===== src/rtl/ksa_ft_pkg.sv =====
// Shared types and helpers for the fault-tolerant Kogge-Stone sequencer.
package ksa_ft_pkg;

  typedef enum logic [2:0] {
    IDLE = 3'd0,
    P1   = 3'd1,
    P2   = 3'd2,
    CMP  = 3'd3,
    OUT  = 3'd4
  } state_t;

  // Ceiling log2; returns 0 for v <= 1.
  function automatic int clog2(input int v);
    int r;
    int x;
    r = 0;
    x = v - 1;
    while (x > 0) begin
      r = r + 1;
      x = x >> 1;
    end
    return r;
  endfunction

  // Core width: one guard bit for the shifted pass plus one for its carry.
  function automatic int core_width(input int w);
    return w + 2;
  endfunction

endpackage


===== src/rtl/ksa_core.sv =====
// Combinational Kogge-Stone prefix adder with a generate-vector flip hook.
module ksa_core
  import ksa_ft_pkg::*;
#(
  parameter int N = 18
)(
  input  logic [N-1:0] i_a,
  input  logic [N-1:0] i_b,
  input  logic         i_cin,
  input  logic [N-1:0] i_g_flip,
  output logic [N-1:0] o_sum,
  output logic         o_cout
);

  localparam int L = clog2(N);

  logic [N-1:0]      w_p0;
  logic [N-1:0]      w_gen;
  logic [L:0][N-1:0] w_g;
  logic [L:0][N-1:0] w_p;

  assign w_p0  = i_a ^ i_b;
  // The flip lands on the raw generate vector so one bit models one faulty cell.
  assign w_gen = (i_a & i_b) ^ i_g_flip;
  // Carry-in folded into bit 0 so every G[i] becomes the carry out of bit i.
  assign w_g[0] = {w_gen[N-1:1], w_gen[0] | (w_p0[0] & i_cin)};
  assign w_p[0] = w_p0;

  for (genvar k = 0; k < L; k++) begin : g_lvl
    localparam int D = 1 << k;
    for (genvar i = 0; i < N; i++) begin : g_bit
      if (i < D) begin : g_pass
        assign w_g[k+1][i] = w_g[k][i];
        assign w_p[k+1][i] = w_p[k][i];
      end else if (i < 2 * D) begin : g_gray
        // Lower span already reaches bit 0, so only the group generate matters.
        assign w_g[k+1][i] = w_g[k][i] | (w_p[k][i] & w_g[k][i-D]);
        assign w_p[k+1][i] = w_p[k][i];
      end else begin : g_black
        assign w_g[k+1][i] = w_g[k][i] | (w_p[k][i] & w_g[k][i-D]);
        assign w_p[k+1][i] = w_p[k][i] & w_p[k][i-D];
      end
    end
  end

  assign o_sum  = w_p0 ^ {w_g[L][N-2:0], i_cin};
  assign o_cout = w_g[L][N-1];

endmodule


===== src/rtl/ksa_ft_seq.sv =====
// Time-redundant adder: normal pass, shifted pass, compare, bounded retry.
//
// state | meaning
// IDLE  | in_ready high, waiting for an operand pair
// P1    | normal pass through the core, result into r_res1
// P2    | shifted-by-one pass through the core, result into r_res2
// CMP   | compare passes; retry or publish result
// OUT   | result presented, held until out_ready
module ksa_ft_seq
  import ksa_ft_pkg::*;
#(
  parameter int  WIDTH     = 16,
  parameter int  RETRY_MAX = 2,
  localparam int RW        = (clog2(RETRY_MAX + 1) < 1) ? 1 : clog2(RETRY_MAX + 1)
)(
  input  logic             clk,
  input  logic             rst,
  input  logic             in_valid,
  output logic             in_ready,
  input  logic [WIDTH-1:0] a,
  input  logic [WIDTH-1:0] b,
  input  logic             cin,
  output logic             out_valid,
  input  logic             out_ready,
  output logic [WIDTH-1:0] sum,
  output logic             cout,
  output logic             err,
  output logic [RW-1:0]    retries,
  input  logic             fault_en,
  input  logic             fault_perm,
  input  logic [WIDTH+1:0] fault_mask
);

  localparam int            N    = core_width(WIDTH);
  localparam logic [RW-1:0] RMAX = RW'(RETRY_MAX);

  state_t           r_state;
  logic [WIDTH-1:0] r_a;
  logic [WIDTH-1:0] r_b;
  logic             r_cin;
  logic [N-1:0]     r_res1;
  logic [N-1:0]     r_res2;
  logic [RW-1:0]    r_retry;

  logic [N-1:0]     w_core_a;
  logic [N-1:0]     w_core_b;
  logic             w_core_cin;
  logic [N-1:0]     w_flip;
  logic [N-1:0]     w_core_sum;
  logic             w_core_cout;
  logic             w_inject;
  logic             w_match;

  // Operand steering: the shifted pass moves cin into bit 0 of both operands.
  always_comb begin
    w_core_a   = {2'b00, r_a};
    w_core_b   = {2'b00, r_b};
    w_core_cin = r_cin;
    if (r_state == P2) begin
      w_core_a   = {1'b0, r_a, r_cin};
      w_core_b   = {1'b0, r_b, r_cin};
      w_core_cin = 1'b0;
    end
  end

  // Same physical mask in both passes lands one logical bit apart, forcing a disagreement.
  always_comb begin
    w_inject = 1'b0;
    if (fault_en) begin
      if (fault_perm) w_inject = (r_state == P1) || (r_state == P2);
      else            w_inject = (r_state == P1) && (r_retry == '0);
    end
    w_flip = w_inject ? fault_mask : '0;
  end

  assign w_match = (r_res1[WIDTH:0] == r_res2[WIDTH+1:1]);

  ksa_core #(.N(N)) u_core (
    .i_a      (w_core_a),
    .i_b      (w_core_b),
    .i_cin    (w_core_cin),
    .i_g_flip (w_flip),
    .o_sum    (w_core_sum),
    .o_cout   (w_core_cout)
  );

  // Sequencer with registered handshake and result outputs.
  always_ff @(posedge clk or posedge rst) begin
    if (rst) begin
      r_state   <= IDLE;
      r_a       <= '0;
      r_b       <= '0;
      r_cin     <= 1'b0;
      r_res1    <= '0;
      r_res2    <= '0;
      r_retry   <= '0;
      in_ready  <= 1'b1;
      out_valid <= 1'b0;
      sum       <= '0;
      cout      <= 1'b0;
      err       <= 1'b0;
      retries   <= '0;
    end else begin
      case (r_state)
        IDLE: begin
          if (in_valid) begin
            r_a      <= a;
            r_b      <= b;
            r_cin    <= cin;
            r_retry  <= '0;
            in_ready <= 1'b0;
            r_state  <= P1;
          end
        end
        P1: begin
          r_res1  <= w_core_sum;
          r_state <= P2;
        end
        P2: begin
          r_res2  <= w_core_sum;
          r_state <= CMP;
        end
        CMP: begin
          if (!w_match && (r_retry < RMAX)) begin
            r_retry <= r_retry + RW'(1);
            r_state <= P1;
          end else begin
            // Unresolved mismatch still publishes the normal-pass result.
            sum       <= r_res1[WIDTH-1:0];
            cout      <= r_res1[WIDTH];
            err       <= !w_match;
            retries   <= r_retry;
            out_valid <= 1'b1;
            r_state   <= OUT;
          end
        end
        OUT: begin
          if (out_ready) begin
            out_valid <= 1'b0;
            in_ready  <= 1'b1;
            r_state   <= IDLE;
          end
        end
        default: begin
          out_valid <= 1'b0;
          in_ready  <= 1'b1;
          r_state   <= IDLE;
        end
      endcase
    end
  end

endmodule

===== config.mk =====
export PLATFORM = sky130hd
export DESIGN_NAME = ksa_ft_seq
export DESIGN_NICKNAME = d
export VERILOG_FILES = /design/src/rtl/ksa_ft_pkg.sv /design/src/rtl/ksa_core.sv /design/src/rtl/ksa_ft_seq.sv
export SDC_FILE = /design/constraint.sdc
export NUM_CORES = 1
export LEC_CHECK = 0
export CAP_MARGIN = 30
export CORE_MARGIN = 2
export CORE_UTILIZATION = 49
export CTS_BUF_LIST = sky130_fd_sc_hd__clkbuf_4 sky130_fd_sc_hd__clkbuf_8
export DETAILED_ROUTE_END_ITERATION = 12
export PLACE_DENSITY = 0.73
export SYNTH_ARGS = -nofsm -noshare
export SYNTH_HDL_FRONTEND = slang
export SYNTH_SLANG_ARGS = --single-unit

===== constraint.sdc =====
create_clock -name clk -period 7.3 [get_ports clk]
set_input_delay 2.19 -clock clk [delete_from_list [all_inputs] [get_ports clk]]
set_output_delay 2.19 -clock clk [all_outputs]
set_load 0.01 [all_outputs]

==> results of run 1 <==
## critical path: stages
cell and delay, ns:
clkdlybuf4s50_1 0.60, nor2b_1 0.62, nand4_1 0.16, nand2_1 0.13
inv_1 0.07, ha_1 0.19, o31ai_1 0.41, a31oi_1 0.21
a2111oi_0 0.57, xor2_1 0.22, o21ai_0 0.10
## logic make-up after synthesis
family / Yosys count / synth area share
AO/OA/AOI/OAI: 92 / 0.112
XOR/XNOR: 35 / 0.0568
adder cells (fa/ha/maj): 20 / 0.0464
buffers and inverters: 39 / 0.0276
flip-flops: 94 / 0.436
multiplexers: 54 / 0.112
AND/OR/NAND/NOR: 243 / 0.209
## cell usage in the layout, fill, tap and decap left out, types with 5 or more instances in the layout
master,instances
o21ai_0,32
o21a_1,5
nand4_1,12
ha_1,20
nand3b_1,8
xnor2_1,26
a31oi_1,7
nor2_1,14
o21ai_1,5
o31ai_1,5
nand3_1,8
xor2_1,9
inv_1,8
buf_4,7
mux2_2,51
o211ai_1,6
a21oi_1,7
and3_1,8
nor3_1,9
nand2_1,152
dfrtp_1,93
and2_1,5
clkdlybuf4s50_1,77
clkbuf_8,9
## state kept, by name, indices dropped and copies added (netlist names)
name,flops
in_ready,1
r_retry,2
retries,2
r_res2,17
r_res1,17
err,1
r_state,3
cout,1
r_b,16
sum,16
r_cin,1
out_valid,1
r_a,16
## area by class of cell
class / count / area share
sequential: 94 / 0.365
timing repair buffer: 84 / 0.128
tap: 140 / 0.0271
clock inverter: 5 / 0.00543
clock buffer: 10 / 0.0204
multi-input combinational: 444 / 0.449
inverter: 9 / 0.00543
## per-stage QoR
stage | hold slack [ns] | setup WS, ns | utilization
floorplan | 0.467 | 2.66 | -
CTS | 0.509 | 2.07 | 0.598
global route | 0.530 | 1.71 | 0.598
detailed placement | 0.492 | 1.72 | 0.583
finish | 0.506 | 2.05 | 0.598
global placement | 0.482 | 1.80 | 0.583
## routing by layer
metal | share of wire | track usage | vias to the layer above
li1 | - | - | 2163
met1 | 0.48 | 0.298 | 2129
met2 | 0.46 | 0.331 | 134
met3 | 0.045 | 0.0251 | 18
met4 | 0.020 | 0.0760 | 0
met5 | 0 | 0 | -
## worst paths after layout
kind / endpoint / slack (ns) / cells past startpoint
setup reg to reg: r_res1[10] / 2.69 / 17
hold reg to reg: in_ready / 0.51 / 2
min in group asynchronous: sum[7] / 2.22 / 2
hold / removal: in_ready / 0.51 / 2
setup / recovery: r_res1[10] / 2.05 / 11
max in group asynchronous: r_b[11] / 3.96 / 3
==> results.toml, run 1 <==
[routing]
num_vias = 4444
drt_first_pass_iters = 5
vias_per_cell = 5.65
wirelength_um = 11700
ant_nets = 0
remaining_drc_errors = 0
drt_iter0_markers = 231
wl_per_cell_um = 14.9

[logic_synthesis]
synth_top_cell_by_area = "dfrtp_1"
synth_common_cells = "nand2_1, dfrtp_1, mux2_2"
async_flop_share = 1.00
ys_ff_latch = 94
yosysTopAreaCellShare = 0.431
syn_inst = 577
netlist_area_sq_mm = 0.00539
synth.distinct_cells = 53
yosysMostFrequentCell = "nand2_1"
netlist_top_cells_area = "dfrtp_1, mux2_2, nand2_1"
syn-mean-instance-area_sq_um = 9.35
synth_edf_count = 0
yosysWarningCount = 0
synthFlopType = "dfrtp_1"
synth_nets = 654
synth-seq-area-share = 0.436

[floorplanning]
die_w_um = 109
die_y_um = 109
rows = 38
start_util = 0.500
io_pins = 79
die-area_sq_mm = 0.0119
core_sq_mm = 0.0108

[grt]
grt_util_all_layers = 0.210
overflow = 0
antenna_found_initial = 0
grt_pass1_vias = 4149
grt_pass1_wl_um = 19700
grt_max_degree = 58

[clock_network]
cts_tree = "done"
clk_latency_ns = 0.36
path_clk_slew_ns = 0.09
root_buffer = "clkbuf_8"
cts_setup_buffers = 0
cts_buffer_depth = 2
ctsResizeCount = 0
clock_sinks = 94
cts_made_buffers = 9
cts_hold_buffers = 0
htreeDepth = 3

[sta]
final.min_clock_period_ns = 5.25
maxSlewHeadroom = 0.508
hold_viol_final = 0
tns_ns = 0
rsz0062_at_grt = "no"
min_period_over_period = 0.720
setup_viol = 0
slew_viol_final = 0
tightest_slew_ns = 0.738
clock_skew_ns = 0.00794
fmax_ghz = 0.190

[finish]
drive_gt1_frac = 0.124
finalNonFillerCells = 786
n_antenna_cell = 0
post-route-cell-area_sq_mm = 0.00645
multi_input_area_sq_mm = 0.00290
ff_latch_area_sq_mm = 0.00235
fill_cells = 924
area_delta_synth_final_pct = 19.6
fin_nets = 719

[critical_path]
critPathKind = "in2reg"
path_max_fanout = 11
cp.arrival_ns = 5.47
cp-startpoint = "fault_en"
start_kind = "input pin"
rr_startpoint = "r_state[2]"
crit_path_end_kind = "register"
worstPathRequired_ns = 7.52

[placed_design]
gp_congestion = 0.845
dp_cells = 771
post-dp-hpwl_um = 8830
place_area_sq_mm = 0.00629
port-buffer-count = 77

[hold_path]
hp-start = "in_ready"
worstHoldPathType = "reg2reg"

[run_status]
outcome = "complete, no violations"

[job]
drv_cap = 0
Power of run 1 is left out: the tool's default activity adds up to more than one toggle a clock period on the data nets, which glitch-free logic cannot reach.
==> run 2, diff against run 1 <==
--- a/config.mk
+++ b/config.mk
@@ -10,7 +10,7 @@
 export CORE_UTILIZATION = 49
 export CTS_BUF_LIST = sky130_fd_sc_hd__clkbuf_4 sky130_fd_sc_hd__clkbuf_8
 export DETAILED_ROUTE_END_ITERATION = 12
-export PLACE_DENSITY = 0.73
+export PLACE_DENSITY = 0.76
 export SYNTH_ARGS = -nofsm -noshare
 export SYNTH_HDL_FRONTEND = slang
 export SYNTH_SLANG_ARGS = --single-unit
==> constraint.sdc (replaced) <==
create_clock -name clk -period 4.6 [get_ports clk]
set_input_delay 1.38 -clock clk [delete_from_list [all_inputs] [get_ports clk]]
set_output_delay 1.38 -clock clk [all_outputs]
set_load 0.01 [all_outputs]
==> results.toml, run 2 (synthesized netlist as in run 1, its figures left out) <==
[critical_path]
cp.arrival_ns = 4.33
worstPathRequired_ns = 4.82
critPathKind = "in2reg"
path_max_fanout = 4
start_kind = "input pin"
crit_path_end_kind = "register"

[finish]
final_common_cell = "nand2_1"
area_delta_synth_final_pct = 21.9
finalNonFillerCells = 794
fin_nets = 727
post-route-cell-area_sq_mm = 0.00657
final_core_util = 0.609
top_regs = "r_res1: 17 flops, r_res2: 17 flops"
n_antenna_cell = 0
drive_gt1_frac = 0.135
final_cell_mix = "nand2_1, dfrtp_1, clkdlybuf4s50_1, mux2_2, o21ai_0"
fill_cells = 913

[routing]
vias_per_cell = 5.57
num_vias = 4424
wirelength_um = 11900
wl_per_cell_um = 14.9
ant_nets = 0
drt_iter0_markers = 363
drt_first_pass_iters = 5
remaining_drc_errors = 0

[floorplanning]
die_w_um = 109
die_y_um = 109
die-area_sq_mm = 0.0119
rows = 38
start_util = 0.500
io_pins = 79
core_sq_mm = 0.0108

[hold_path]
worstHoldPathType = "reg2reg"

[sta]
final.min_clock_period_ns = 4.11
tightest_slew_ns = 0.672
rsz0062_at_grt = "no"
setup_viol = 0
slew_viol_final = 0
min_period_over_period = 0.894
hold_viol_final = 0
tns_ns = 0
clock_skew_ns = 0.00828
fmax_ghz = 0.243
maxSlewHeadroom = 0.552

[run_status]
outcome = "complete, no violations"

[placed_design]
dp_cells = 779
gp_congestion = 0.861
place_area_sq_mm = 0.00636
port-buffer-count = 77
post-dp-hpwl_um = 9060

[clock_network]
cts_hold_buffers = 0
cts_buffer_depth = 2
clock_sinks = 94
htreeDepth = 3
root_buffer = "clkbuf_8"
path_clk_slew_ns = 0.09
ctsResizeCount = 0
cts_setup_buffers = 0
cts_tree = "done"
clk_latency_ns = 0.35
cts_made_buffers = 9

[grt]
grt_pass1_vias = 4234
overflow = 0
grt_util_all_layers = 0.217
grt_pass1_wl_um = 20300
grt_max_degree = 95
antenna_found_initial = 0

[job]
drv_cap = 0
[run 2: cell types whose count changed in the layout (fill, tap and decap cells not counted)]
cell,before,now
buf_4,7,14
bufinv_16,0,2
buf_12,0,1
clkinv_2,3,2
clkinvlp_4,1,0
[run 2: worst paths after layout]
| kind | end | slack (ns) | startpoint | cells after the start |
|---|---|---|---|---|
| max | r_res1[10] | 0.49 | fault_perm | 14 |
| min | in_ready | 0.51 | in_ready | 2 |
| max reg2reg | r_res1[14] | 0.63 | r_state[0] | 13 |
| min reg2reg | in_ready | 0.51 | in_ready | 2 |
| max in group asynchronous | in_ready | 2.76 | rst | 3 |
| min in group asynchronous | sum[3] | 1.46 | rst | 3 |
[run 2: stage by stage]
stage          hold WS [ns]  worst slack (ns)
2_1_floorplan         0.467             0.736
3_3_place_gp          0.483             0.147
3_5_place_dp          0.492             0.127
4_1_cts               0.508             0.493
5_1_grt               0.524             0.221
6_report              0.506             0.489
[run 2: final cells by class]
cell class,instances,area (sq um),area share
inverters,9,35.0,0.00533
flip-flops and latches,94,2350,0.358
repair buffers,92,896,0.136
clock buffers,10,131,0.0200
multi-input cells,444,2900,0.441
clock inverters,5,82.6,0.0126
well taps,140,175,0.0266
[run 2: metal layers]
layer | GRT usage | routed length [um]
met1 | 0.305 | 5610
met2 | 0.347 | 5540
met3 | 0.0353 | 508
met4 | 0.0595 | 212
met5 | 0 | 0
[run 2: critical path, stage by stage]
cell	delay (ns)
clkdlybuf4s50_1	0.43
o21ai_1	0.19
o21ai_0	0.10
buf_4	0.18
a311o_1	0.31
nand2_1	0.08
inv_1	0.06
ha_1	0.18
o31ai_1	0.25
buf_4	0.16
a31oi_1	0.12
a2111oi_0	0.57
xor2_1	0.21
o21ai_0	0.10
Power of run 2 is left out for the same reason.
==> run 3, diff against run 2 <==
--- a/config.mk
+++ b/config.mk
@@ -10,7 +10,9 @@
 export CORE_UTILIZATION = 49
 export CTS_BUF_LIST = sky130_fd_sc_hd__clkbuf_4 sky130_fd_sc_hd__clkbuf_8
 export DETAILED_ROUTE_END_ITERATION = 12
-export PLACE_DENSITY = 0.76
+export MAX_ROUTING_LAYER = met4
+export PLACE_DENSITY = 0.75
 export SYNTH_ARGS = -nofsm -noshare
 export SYNTH_HDL_FRONTEND = slang
+export SYNTH_HIERARCHICAL = 1
 export SYNTH_SLANG_ARGS = --single-unit
==> results.toml, run 3 <==
[routing]
vias_per_cell = 5.81
wirelength_um = 13000
num_vias = 4454
wl_per_cell_um = 17.0
remaining_drc_errors = 5
drt_iter0_markers = 300
ant_nets = 0
drt_first_pass_iters = 8

[critical_path]
slowest_stage = "clkdlybuf4s50_1"
crit_path_end_kind = "register"
crit_path_max_incr_delay_ns = 0.46
path_cells = "clkdlybuf4s50_1, nand2_1, a21boi_2, and2_1, xor2_1, or2_2, ha_1, and2_1, a2111o_1, a221oi_4, o21ai_2, a2111oi_2, and3b_1, mux2_2"
r2r_cells = 12
r2r_end = "r_res2[16]"
rr_startpoint = "r_state[1]"
r2r_slack_ns = 0.57
cp.arrival_ns = 4.50
start_kind = "input pin"
critPathKind = "in2reg"
path_max_fanout = 2
worstPathRequired_ns = 4.87
worst_path_most_repeated_cell = "and2_1"

[floorplanning]
die-area_sq_mm = 0.0128
core_sq_mm = 0.0115
die_y_um = 113
io_pins = 79
rows = 39
start_util = 0.508
die_w_um = 113

[sta]
min_period_over_period = 0.920
hold_viol_final = 0
maxSlewHeadroom = 0.302
setup_slack_ns = 0.367
setup_viol = 0
clock_skew_ns = 0.00754
final.min_clock_period_ns = 4.23
rsz0062_at_grt = "no"
fmax_ghz = 0.236
tightest_slew_ns = 1.04
slew_viol_final = 0

[finish]
drive_gt1_frac = 0.234
area_delta_synth_final_pct = 20.1
fin_nets = 696
final_cell_mix = "mux2_2, dfrtp_1, clkdlybuf4s50_1, nand2_1, xor2_1"
top_regs = "r_res1: 17 flops, r_res2: 17 flops"
fill_cells = 956
final_common_cell = "mux2_2"
n_antenna_cell = 0
post-route-cell-area_sq_mm = 0.00703

[clock_network]
cts_buffer_depth = 2
htreeDepth = 3
root_buffer = "clkbuf_8"
clock_sinks = 94
clk_latency_ns = 0.38
cts_made_buffers = 9
path_clk_slew_ns = 0.09
cts_setup_buffers = 0
cts_hold_buffers = 0
ctsResizeCount = 0
cts_tree = "done"

[run_status]
violations = "DRC"
outcome = "finished, violations left"

[logic_synthesis]
syn-mean-instance-area_sq_um = 10.7
yosysWarningCount = 6
netlist_area_sq_mm = 0.00585
syn_inst = 546

[grt]
overflow = 0
grt_pass1_vias = 4389
grt_max_degree = 49
grt_pass1_wl_um = 22100
antenna_found_initial = 0
grt_util_all_layers = 0.219

[placed_design]
gp_congestion = 0.825
dp_slack_ns = -0.0190
post-dp-hpwl_um = 9300
place_area_sq_mm = 0.00683
port-buffer-count = 77

[hold_path]
min_to = "in_ready"
hold_depth = 2
worstHoldPathType = "reg2reg"
hp-start = "in_ready"

[job]
drv_cap = 0

[power]
total_power_uw = 6390
leakage_uw = 0.00298
ir_drop_v = 0.000380
power_density_mw_per_mm2 = 910
==> run 3: stage by stage <==
stage / TNS (ns) / utilization / std cells / hold WS, ns
2_1_floorplan: 0 / - / 547 / 0.467
3_3_place_gp: 0 / 0.591 / 748 / 0.453
3_5_place_dp: -0.0368 / 0.593 / 750 / 0.456
6_report: 0 / 0.610 / 766 / 0.470
4_1_cts: 0 / 0.610 / 766 / 0.471
5_1_grt: 0 / 0.610 / 766 / 0.488
==> run 3: how the worst max path moves through the flow <==
stage	startpoint	to	slack, ns	depth (start not counted)
2_1_floorplan	fault_perm	r_res2[16]	0.48	13
3_3_place_gp	fault_perm	r_res2[16]	0.04	14
3_5_place_dp	fault_perm	r_res1[16]	-0.02	14
4_1_cts	fault_perm	r_res1[16]	0.37	14
5_1_grt	fault_perm	r_res2[16]	0.22	14
6_report	fault_perm	r_res2[16]	0.37	14
==> run 3: worst max-delay path: cells and delay by family <==
kind | cells | cell delay (ns)
buffers and inverters | 1 | 0.46
muxes | 1 | 0.25
adders and majority gates | 1 | 0.20
xor gates and xnor gates | 1 | 0.08
AOI/OAI and AO/OA | 5 | 1.25
and+or+nand+nor | 5 | 0.87
==> run 3: layer usage <==
metal / vias to the layer above / share of wire / track usage
li1: 2162 / - / -
met1: 2148 / 0.47 / 0.306
met2: 128 / 0.46 / 0.325
met3: 16 / 0.052 / 0.0311
met4: 0 / 0.018 / 0.0846
met5: - / 0 / -
==> run 3: report_power, final <==
part / leakage [uW] / switching (uW) / internal [uW] / total, uW
registers: 0.00106 / 357 / 1220 / 1580
logic: 0.00183 / 2160 / 2090 / 4250
clock network: 0.0000914 / 314 / 252 / 566
==> run 3: final cells by class <==
type / count / area (sq um) / area share
clock buffers: 9 / 124 / 0.0176
clock inverters: 7 / 75.1 / 0.0107
inverters: 10 / 38.8 / 0.00552
multi-input cells: 408 / 3330 / 0.474
flip-flops and latches: 94 / 2350 / 0.335
well taps: 143 / 179 / 0.0255
repair buffers: 95 / 930 / 0.132
(Power assumes the default switching activity.)
